==> config.mk <==
export PLATFORM = sky130hd
export DESIGN_NAME = lsu_bank_flat
export DESIGN_NICKNAME = d
export VERILOG_FILES = /design/src/rtl/gpu_pkg.sv /design/src/rtl/lsu_bank_if.sv /design/src/rtl/lsu_thread.sv /design/src/rtl/lsu_bank.sv /design/src/flat_wrapper.sv
export SDC_FILE = /design/constraint.sdc
export NUM_CORES = 1
export LEC_CHECK = 0
export ABC_AREA = 1
export CORE_MARGIN = 1
export CORE_UTILIZATION = 50
export DETAILED_ROUTE_END_ITERATION = 7
export DONT_BUFFER_PORTS = 1
export PLACE_DENSITY_LB_ADDON = 0.08
export SLEW_MARGIN = 40
export SYNTH_ARGS = -nofsm -noshare
export SYNTH_HDL_FRONTEND = slang
export SYNTH_SLANG_ARGS = --single-unit
==> constraint.sdc <==
create_clock -name clk -period 1.9 [get_ports clk]
set_input_delay 0.285 -clock clk [delete_from_list [all_inputs] [get_ports clk]]
set_output_delay 0.285 -clock clk [all_outputs]
set_load 0.01 [all_outputs]
==> src/rtl/gpu_pkg.sv <==
// Shared GPU core encodings: scheduler stages and LSU per-thread states.
package gpu_pkg;

    typedef enum logic [2:0] {
        CORE_IDLE    = 3'd0,
        CORE_FETCH   = 3'd1,
        CORE_DECODE  = 3'd2,
        CORE_REQUEST = 3'd3,
        CORE_WAIT    = 3'd4,
        CORE_EXECUTE = 3'd5,
        CORE_UPDATE  = 3'd6,
        CORE_DONE    = 3'd7
    } core_state_e;

    typedef enum logic [1:0] {
        LSU_IDLE       = 2'd0,
        LSU_REQUESTING = 2'd1,
        LSU_WAITING    = 2'd2,
        LSU_DONE       = 2'd3
    } lsu_state_e;

endpackage

==> src/rtl/lsu_bank_if.sv <==
// Consumer-side read/write handshake between the LSU bank and the memory controller.
interface lsu_bank_if #(
    parameter int THREADS    = 4,
    parameter int ADDR_WIDTH = 8,
    parameter int DATA_WIDTH = 8
);
    logic [THREADS-1:0]                 read_valid;
    logic [THREADS-1:0][ADDR_WIDTH-1:0] read_addr;
    logic [THREADS-1:0]                 read_ready;
    logic [THREADS-1:0][DATA_WIDTH-1:0] read_data;
    logic [THREADS-1:0]                 write_valid;
    logic [THREADS-1:0][ADDR_WIDTH-1:0] write_addr;
    logic [THREADS-1:0][DATA_WIDTH-1:0] write_data;
    logic [THREADS-1:0]                 write_ready;

    // LSU side issues requests
    modport master (
        output read_valid, read_addr, write_valid, write_addr, write_data,
        input  read_ready, read_data, write_ready
    );

    // Memory controller side services them
    modport slave (
        input  read_valid, read_addr, write_valid, write_addr, write_data,
        output read_ready, read_data, write_ready
    );
endinterface

==> src/rtl/lsu_thread.sv <==
// Single-thread LSU: IDLE -> REQUESTING -> WAITING -> DONE, plus request/result registers.
module lsu_thread
    import gpu_pkg::*;
#(
    parameter int ADDR_WIDTH = 8,
    parameter int DATA_WIDTH = 8
) (
    input  logic                  clk,
    input  logic                  rst,
    input  logic                  enable,
    input  logic                  thread_enable,
    input  core_state_e           core_state,
    input  logic                  mem_read_enable,
    input  logic                  mem_write_enable,
    input  logic [DATA_WIDTH-1:0] rs,
    input  logic [DATA_WIDTH-1:0] rt,
    output logic [1:0]            lsu_state,
    output logic [DATA_WIDTH-1:0] lsu_out,
    output logic                  read_valid,
    output logic [ADDR_WIDTH-1:0] read_addr,
    input  logic                  read_ready,
    input  logic [DATA_WIDTH-1:0] read_data,
    output logic                  write_valid,
    output logic [ADDR_WIDTH-1:0] write_addr,
    output logic [DATA_WIDTH-1:0] write_data,
    input  logic                  write_ready
);
    localparam logic [1:0] S_IDLE = 2'd0;
    localparam logic [1:0] S_REQ  = 2'd1;
    localparam logic [1:0] S_WAIT = 2'd2;
    localparam logic [1:0] S_DONE = 2'd3;

    // Valid is raised on entry to REQUESTING so it is visible during that cycle;
    // ready is only honoured in WAITING, and only for the direction in flight.
    always_ff @(posedge clk) begin
        if (rst) begin
            lsu_state   <= S_IDLE;
            lsu_out     <= '0;
            read_valid  <= 1'b0;
            read_addr   <= '0;
            write_valid <= 1'b0;
            write_addr  <= '0;
            write_data  <= '0;
        end else if (enable) begin
            case (lsu_state)
                S_IDLE: begin
                    if (thread_enable && core_state == CORE_REQUEST &&
                        (mem_read_enable || mem_write_enable)) begin
                        lsu_state <= S_REQ;
                        // Both enables set is an illegal decode: treat it as a load.
                        if (mem_read_enable) begin
                            read_valid <= 1'b1;
                            read_addr  <= rs[ADDR_WIDTH-1:0];
                        end else begin
                            write_valid <= 1'b1;
                            write_addr  <= rs[ADDR_WIDTH-1:0];
                            write_data  <= rt;
                        end
                    end
                end
                S_REQ: lsu_state <= S_WAIT;
                S_WAIT: begin
                    if (read_valid && read_ready) begin
                        lsu_out    <= read_data;
                        read_valid <= 1'b0;
                        lsu_state  <= S_DONE;
                    end else if (write_valid && write_ready) begin
                        write_valid <= 1'b0;
                        lsu_state   <= S_DONE;
                    end
                end
                S_DONE: begin
                    if (core_state == CORE_UPDATE) lsu_state <= S_IDLE;
                end
                default: lsu_state <= S_IDLE;
            endcase
        end
    end
endmodule

==> src/rtl/lsu_bank.sv <==
// Per-core LSU bank: one independent lsu_thread per thread slot plus the all_done reduction.
module lsu_bank
    import gpu_pkg::*;
#(
    parameter int THREADS    = 4,
    parameter int ADDR_WIDTH = 8,
    parameter int DATA_WIDTH = 8
) (
    input  logic                              clk,
    input  logic                              rst,
    input  logic                              enable,
    input  logic [THREADS-1:0]                thread_enable,
    input  core_state_e                       core_state,
    input  logic                              mem_read_enable,
    input  logic                              mem_write_enable,
    input  logic [THREADS-1:0][DATA_WIDTH-1:0] rs,
    input  logic [THREADS-1:0][DATA_WIDTH-1:0] rt,
    output logic [THREADS-1:0][1:0]           lsu_state,
    output logic [THREADS-1:0][DATA_WIDTH-1:0] lsu_out,
    output logic                              all_done,
    lsu_bank_if.master                        bus
);
    logic [THREADS-1:0]                 rd_valid;
    logic [THREADS-1:0][ADDR_WIDTH-1:0] rd_addr;
    logic [THREADS-1:0]                 wr_valid;
    logic [THREADS-1:0][ADDR_WIDTH-1:0] wr_addr;
    logic [THREADS-1:0][DATA_WIDTH-1:0] wr_data;

    assign bus.read_valid  = rd_valid;
    assign bus.read_addr   = rd_addr;
    assign bus.write_valid = wr_valid;
    assign bus.write_addr  = wr_addr;
    assign bus.write_data  = wr_data;

    for (genvar t = 0; t < THREADS; t++) begin : g_thread
        lsu_thread #(
            .ADDR_WIDTH(ADDR_WIDTH),
            .DATA_WIDTH(DATA_WIDTH)
        ) u_thread (
            .clk              (clk),
            .rst              (rst),
            .enable           (enable),
            .thread_enable    (thread_enable[t]),
            .core_state       (core_state),
            .mem_read_enable  (mem_read_enable),
            .mem_write_enable (mem_write_enable),
            .rs               (rs[t]),
            .rt               (rt[t]),
            .lsu_state        (lsu_state[t]),
            .lsu_out          (lsu_out[t]),
            .read_valid       (rd_valid[t]),
            .read_addr        (rd_addr[t]),
            .read_ready       (bus.read_ready[t]),
            .read_data        (bus.read_data[t]),
            .write_valid      (wr_valid[t]),
            .write_addr       (wr_addr[t]),
            .write_data       (wr_data[t]),
            .write_ready      (bus.write_ready[t])
        );
    end

    // Masked-off threads never block completion; an empty mask reads as done.
    always_comb begin
        all_done = 1'b1;
        for (int t = 0; t < THREADS; t++) begin
            if (thread_enable[t] && lsu_state[t] != LSU_DONE) all_done = 1'b0;
        end
    end
endmodule

==> src/flat_wrapper.sv <==
// flat-port wrapper written by rule: the top's interface ports become plain ports
module lsu_bank_flat import gpu_pkg::*;
#(
    parameter int THREADS    = 4,
    parameter int ADDR_WIDTH = 8,
    parameter int DATA_WIDTH = 8
)
  (clk, rst, enable, thread_enable, core_state, mem_read_enable, mem_write_enable, rs, rt, lsu_state, lsu_out, all_done, bus_read_valid, bus_read_addr, bus_write_valid, bus_write_addr, bus_write_data, bus_read_ready, bus_read_data, bus_write_ready);
  lsu_bank_if #(.THREADS(THREADS), .ADDR_WIDTH(ADDR_WIDTH), .DATA_WIDTH(DATA_WIDTH)) bus_i ();
  input  logic clk;
  input  logic rst;
  input  logic enable;
  input  logic [THREADS-1:0] thread_enable;
  input  core_state_e core_state;
  input  logic mem_read_enable;
  input  logic mem_write_enable;
  input  logic [THREADS-1:0][DATA_WIDTH-1:0] rs;
  input  logic [THREADS-1:0][DATA_WIDTH-1:0] rt;
  output logic [THREADS-1:0][1:0] lsu_state;
  output logic [THREADS-1:0][DATA_WIDTH-1:0] lsu_out;
  output logic all_done;
  output wire logic [$bits(bus_i.read_valid)-1:0] bus_read_valid;
  output wire logic [$bits(bus_i.read_addr)-1:0] bus_read_addr;
  output wire logic [$bits(bus_i.write_valid)-1:0] bus_write_valid;
  output wire logic [$bits(bus_i.write_addr)-1:0] bus_write_addr;
  output wire logic [$bits(bus_i.write_data)-1:0] bus_write_data;
  input wire logic [$bits(bus_i.read_ready)-1:0] bus_read_ready;
  input wire logic [$bits(bus_i.read_data)-1:0] bus_read_data;
  input wire logic [$bits(bus_i.write_ready)-1:0] bus_write_ready;
  assign bus_read_valid = bus_i.read_valid;
  assign bus_read_addr = bus_i.read_addr;
  assign bus_write_valid = bus_i.write_valid;
  assign bus_write_addr = bus_i.write_addr;
  assign bus_write_data = bus_i.write_data;
  assign bus_i.read_ready = bus_read_ready;
  assign bus_i.read_data = bus_read_data;
  assign bus_i.write_ready = bus_write_ready;
  lsu_bank #(.THREADS(THREADS), .ADDR_WIDTH(ADDR_WIDTH), .DATA_WIDTH(DATA_WIDTH)) u_core (.clk(clk), .rst(rst), .enable(enable), .thread_enable(thread_enable), .core_state(core_state), .mem_read_enable(mem_read_enable), .mem_write_enable(mem_write_enable), .rs(rs), .rt(rt), .lsu_state(lsu_state), .lsu_out(lsu_out), .all_done(all_done), .bus(bus_i));
endmodule
==> summary.txt <==
Run status
  • Status: finished, final reports clean

Logic synthesis
  • Yosys reg bits: 144
  • Avg Inst Size Synth: ~7.6 um2
  • Synth cell types: 23
  • Seq/Total Area, Yosys: between 40 and 50%
  • Synthesized net count: roughly 950
  • Post-Syn Area: 0.00618 mm2
  • Cells after Synth: 815
  • Area share of the largest cell type after synthesis: between 40% and 50%
  • Synthesis warning total: 0
  • Dominant cells by area after synthesis: dfxtp_1, nor2_1, o21ai_0
  • Cell taking the most area after synthesis: dfxtp_1

Layout
  • Final net count: between 900 and 1,000
  • Layout cell share with drive strength beyond 1: between 10% and 20%
  • Fillers: between 1,000 and 1,500
  • Antenna cells: 0
  • Commonest non-fill, non-tap cell in the layout: nor2_1
  • Layout area overhead: 18.8%
  • Most frequent cells in the layout: nor2_1, dfxtp_1, o21ai_0
  • Final Cell Area: approximately 0.0073 mm2

Critical path
  • Worst R2R Path Depth: 5
  • Critical Path Start Type: register
  • CP endpoint kind: output pin
  • CP Data Required Time: around 1.6 ns
  • Flop2flop setup slack: between 0.2 and 0.25 ns
  • RR Startpoint: u_core.g_thread[0].u_thread.lsu_state[0]
  • Worst Path Arrival: ~1.4 ns
  • Reg2reg end: u_core.g_thread[0].u_thread.lsu_out[7]
  • Setup CP Type: reg -> out
  • Crit-path max FO: 4

Timing
  • Least-Margin Pin Slew: 0.402 ns
  • Final Hold Fails: 0
  • Final Skew: 0.00618 ns
  • Slew margin rel.: 73.1%
  • Final period util: around 90%
  • RSZ-0062 raised after global routing: false
  • Final period demand of the worst path: ~1.7 ns
  • Fmax: 584 MHz
  • Setup-failing EPs final: 0
  • Final setup TNS: 0 ns
  • Slew Limit Fails: 0

Pwr
  • NetSw: between 1.5 and 2 mW
  • Final Power: between 7 and 8 mW
  • Clk pwr share: around 46%
  • Logic pwr share: around 9.8%
  • Net switching share of the total power: about a quarter
  • Leak pwr: 3.30 nW
  • Peak supply drop: about 0.58 mV
  • Seq pwr share: around 45%
  • Power Dens Cells: approximately 970 mW/mm2
  • Pint: about 5.3 mW

Min path
  • Hold EP: u_core.g_thread[0].u_thread.write_data[6]
  • Worst Hold Class: in -> reg
  • Worst Min Path Start: rt[6]
  • Min-Delay Path Depth: 2

Die
  • Die Wd: between 100 and 150 um
  • Core Area: between 0.01 and 0.015 mm2
  • Die Footprint: between 0.01 and 0.015 mm2
  • Die Span Y: ~110 um
  • Num rows: 40
  • Initial Util: 51.5%
  • I/O pin count: approximately 260

GRT
  • GRT overflow: 0
  • First-pass GRT wire length: roughly 25,000 um
  • GRT Total Usage: 25.3%
  • Number of global-route vias before repair: just over 5,000
  • Initial antenna violation count: 0
  • Largest net degree at the start of global routing: 80

Placed design
  • DP HPWL: roughly 11,000 um
  • Buffers on Ports: 0
  • Final Wtd Congestion: 0.798
  • DP Area: 0.00622 mm2

Route
  • Via count: ~5,300
  • Post-route ant nets: 0
  • Drt via density: 5.20
  • DRT Pass-1 Iters: 5
  • Initial DRC count: 273
  • Drt wl/cell: roughly 16 um
  • Final wirelength: roughly 16,000 um
  • # DRC: 0

CTS
  • Inserted Clock Buffers: 17
  • Clock Pin Slew Worst Setup and Hold Paths: 0.06 ns
  • # clock sinks: around 140
  • CTS Buffer Depth: 2
  • CTS tree: done
  • Clock root buffer: clkbuf_16
  • Worst-Skew Late Latency: 0.41 ns
  • H-tree depth: 4

Flow run
  • Maxcap violations: 0
metal layers:
layer  vias up  share of wire [%]  routed length (um)  GRT usage [%]
li1       2675                  -                   -              -
met1      2388                 39                6260           27.3
met2       221                 50                8080           44.0
met3        27                9.0                1440           9.86
met4         0                1.6                 260           10.4
met5         -                  0                   0              0
worst max path at each step:
stage,startpoint,end,slack [ns],depth (start not counted)
after global routing,u_core.g_thread[2].u_thread.lsu_state[0],u_core.g_thread[2].u_thread.lsu_out[1],0.01,6
after detailed placement,u_core.g_thread[2].u_thread.lsu_state[0],u_core.g_thread[2].u_thread.write_addr[7],0.20,7
after floorplan,u_core.g_thread[3].u_thread.lsu_state[0],u_core.g_thread[3].u_thread.lsu_out[0],0.40,7
after CTS,u_core.g_thread[2].u_thread.lsu_state[1],all_done,0.16,3
final,u_core.g_thread[2].u_thread.lsu_state[1],all_done,0.19,3
after global placement,u_core.g_thread[0].u_thread.lsu_state[0],u_core.g_thread[0].u_thread.read_addr[4],0.24,7
synthesized netlist by cell type:
master	count
nor2_1	255
nand3_1	21
nor2_4	8
buf_6	6
dfxtp_1	144
inv_4	3
o21ai_0	104
nand4_1	10
ha_1	16
nand2_2	1
nor2_2	41
inv_1	50
o22ai_1	2
clkbuf_2	1
nand3_4	4
nor2_8	6
buf_4	11
clkbuf_1	18
nand2_1	74
clkinv_1	1
a21oi_1	4
o21ai_1	31
inv_2	4
worst max-delay path, cell delays in order (launching register included):
cell	delay, ns
dfxtp_1	0.46
ha_1	0.24
o22ai_1	0.10
nor2_1	0.21
per-stage QoR:
stage	std cells	hold slack [ns]	util, %	setup WS [ns]
2_1_floorplan	815	0.413	-	0.403
3_3_place_gp	934	0.416	51.8	0.235
3_5_place_dp	934	0.422	51.8	0.198
4_1_cts	1019	0.000215	61.0	0.164
5_1_grt	1021	0.00262	61.2	0.0103
6_report	1021	0.0133	61.2	0.189
flip-flops by register name, summed over array words and instances, names as in the netlist:
name,cells
u_core.g_thread.u_thread.lsu_out,32
u_core.g_thread.u_thread.lsu_state,8
u_core.g_thread.u_thread.read_addr,32
u_core.g_thread.u_thread.read_valid,4
u_core.g_thread.u_thread.write_addr,32
u_core.g_thread.u_thread.write_data,32
u_core.g_thread.u_thread.write_valid,4
cells by family (layout without fill, tap and decap cells):
family,after synthesis,after routing,share of synthesized area [%]
compound gates,141,141,11.5
simple gates,420,420,31.5
flops,144,144,46.6
fa+ha+maj,16,16,3.24
buf+inv,94,153,7.24
final cells by class:
type                       instances  area (um2)  area share, %
clock buffer                      19         443           6.03
clock inverter                    13         136           1.86
inverter                          58         226           3.08
multi-input combinational        577        2850           38.8
sequential                       144        2880           39.2
tap                              147         184           2.50
timing repair buffer              63         623           8.48
timing repair:
action,CTS,global route
endpoints found under the hold margin,64,2
resized for setup,0,1
endpoints found under the setup margin,0,4
hold buffers,53,2
setup buffers,0,0
power groups by stage:
stage / sequential [mW] / clock (mW) / combinational [mW]
3_3_place_gp: 3.26 / 0 / 0.572
5_1_grt: 3.20 / 3.45 / 0.797
4_1_cts: 3.19 / 3.30 / 0.695
3_5_place_dp: 3.26 / 0 / 0.592
6_report: 3.19 / 3.24 / 0.700
2_1_floorplan: 3.22 / 0 / 0.535
Power figures use the tool's default switching activity.
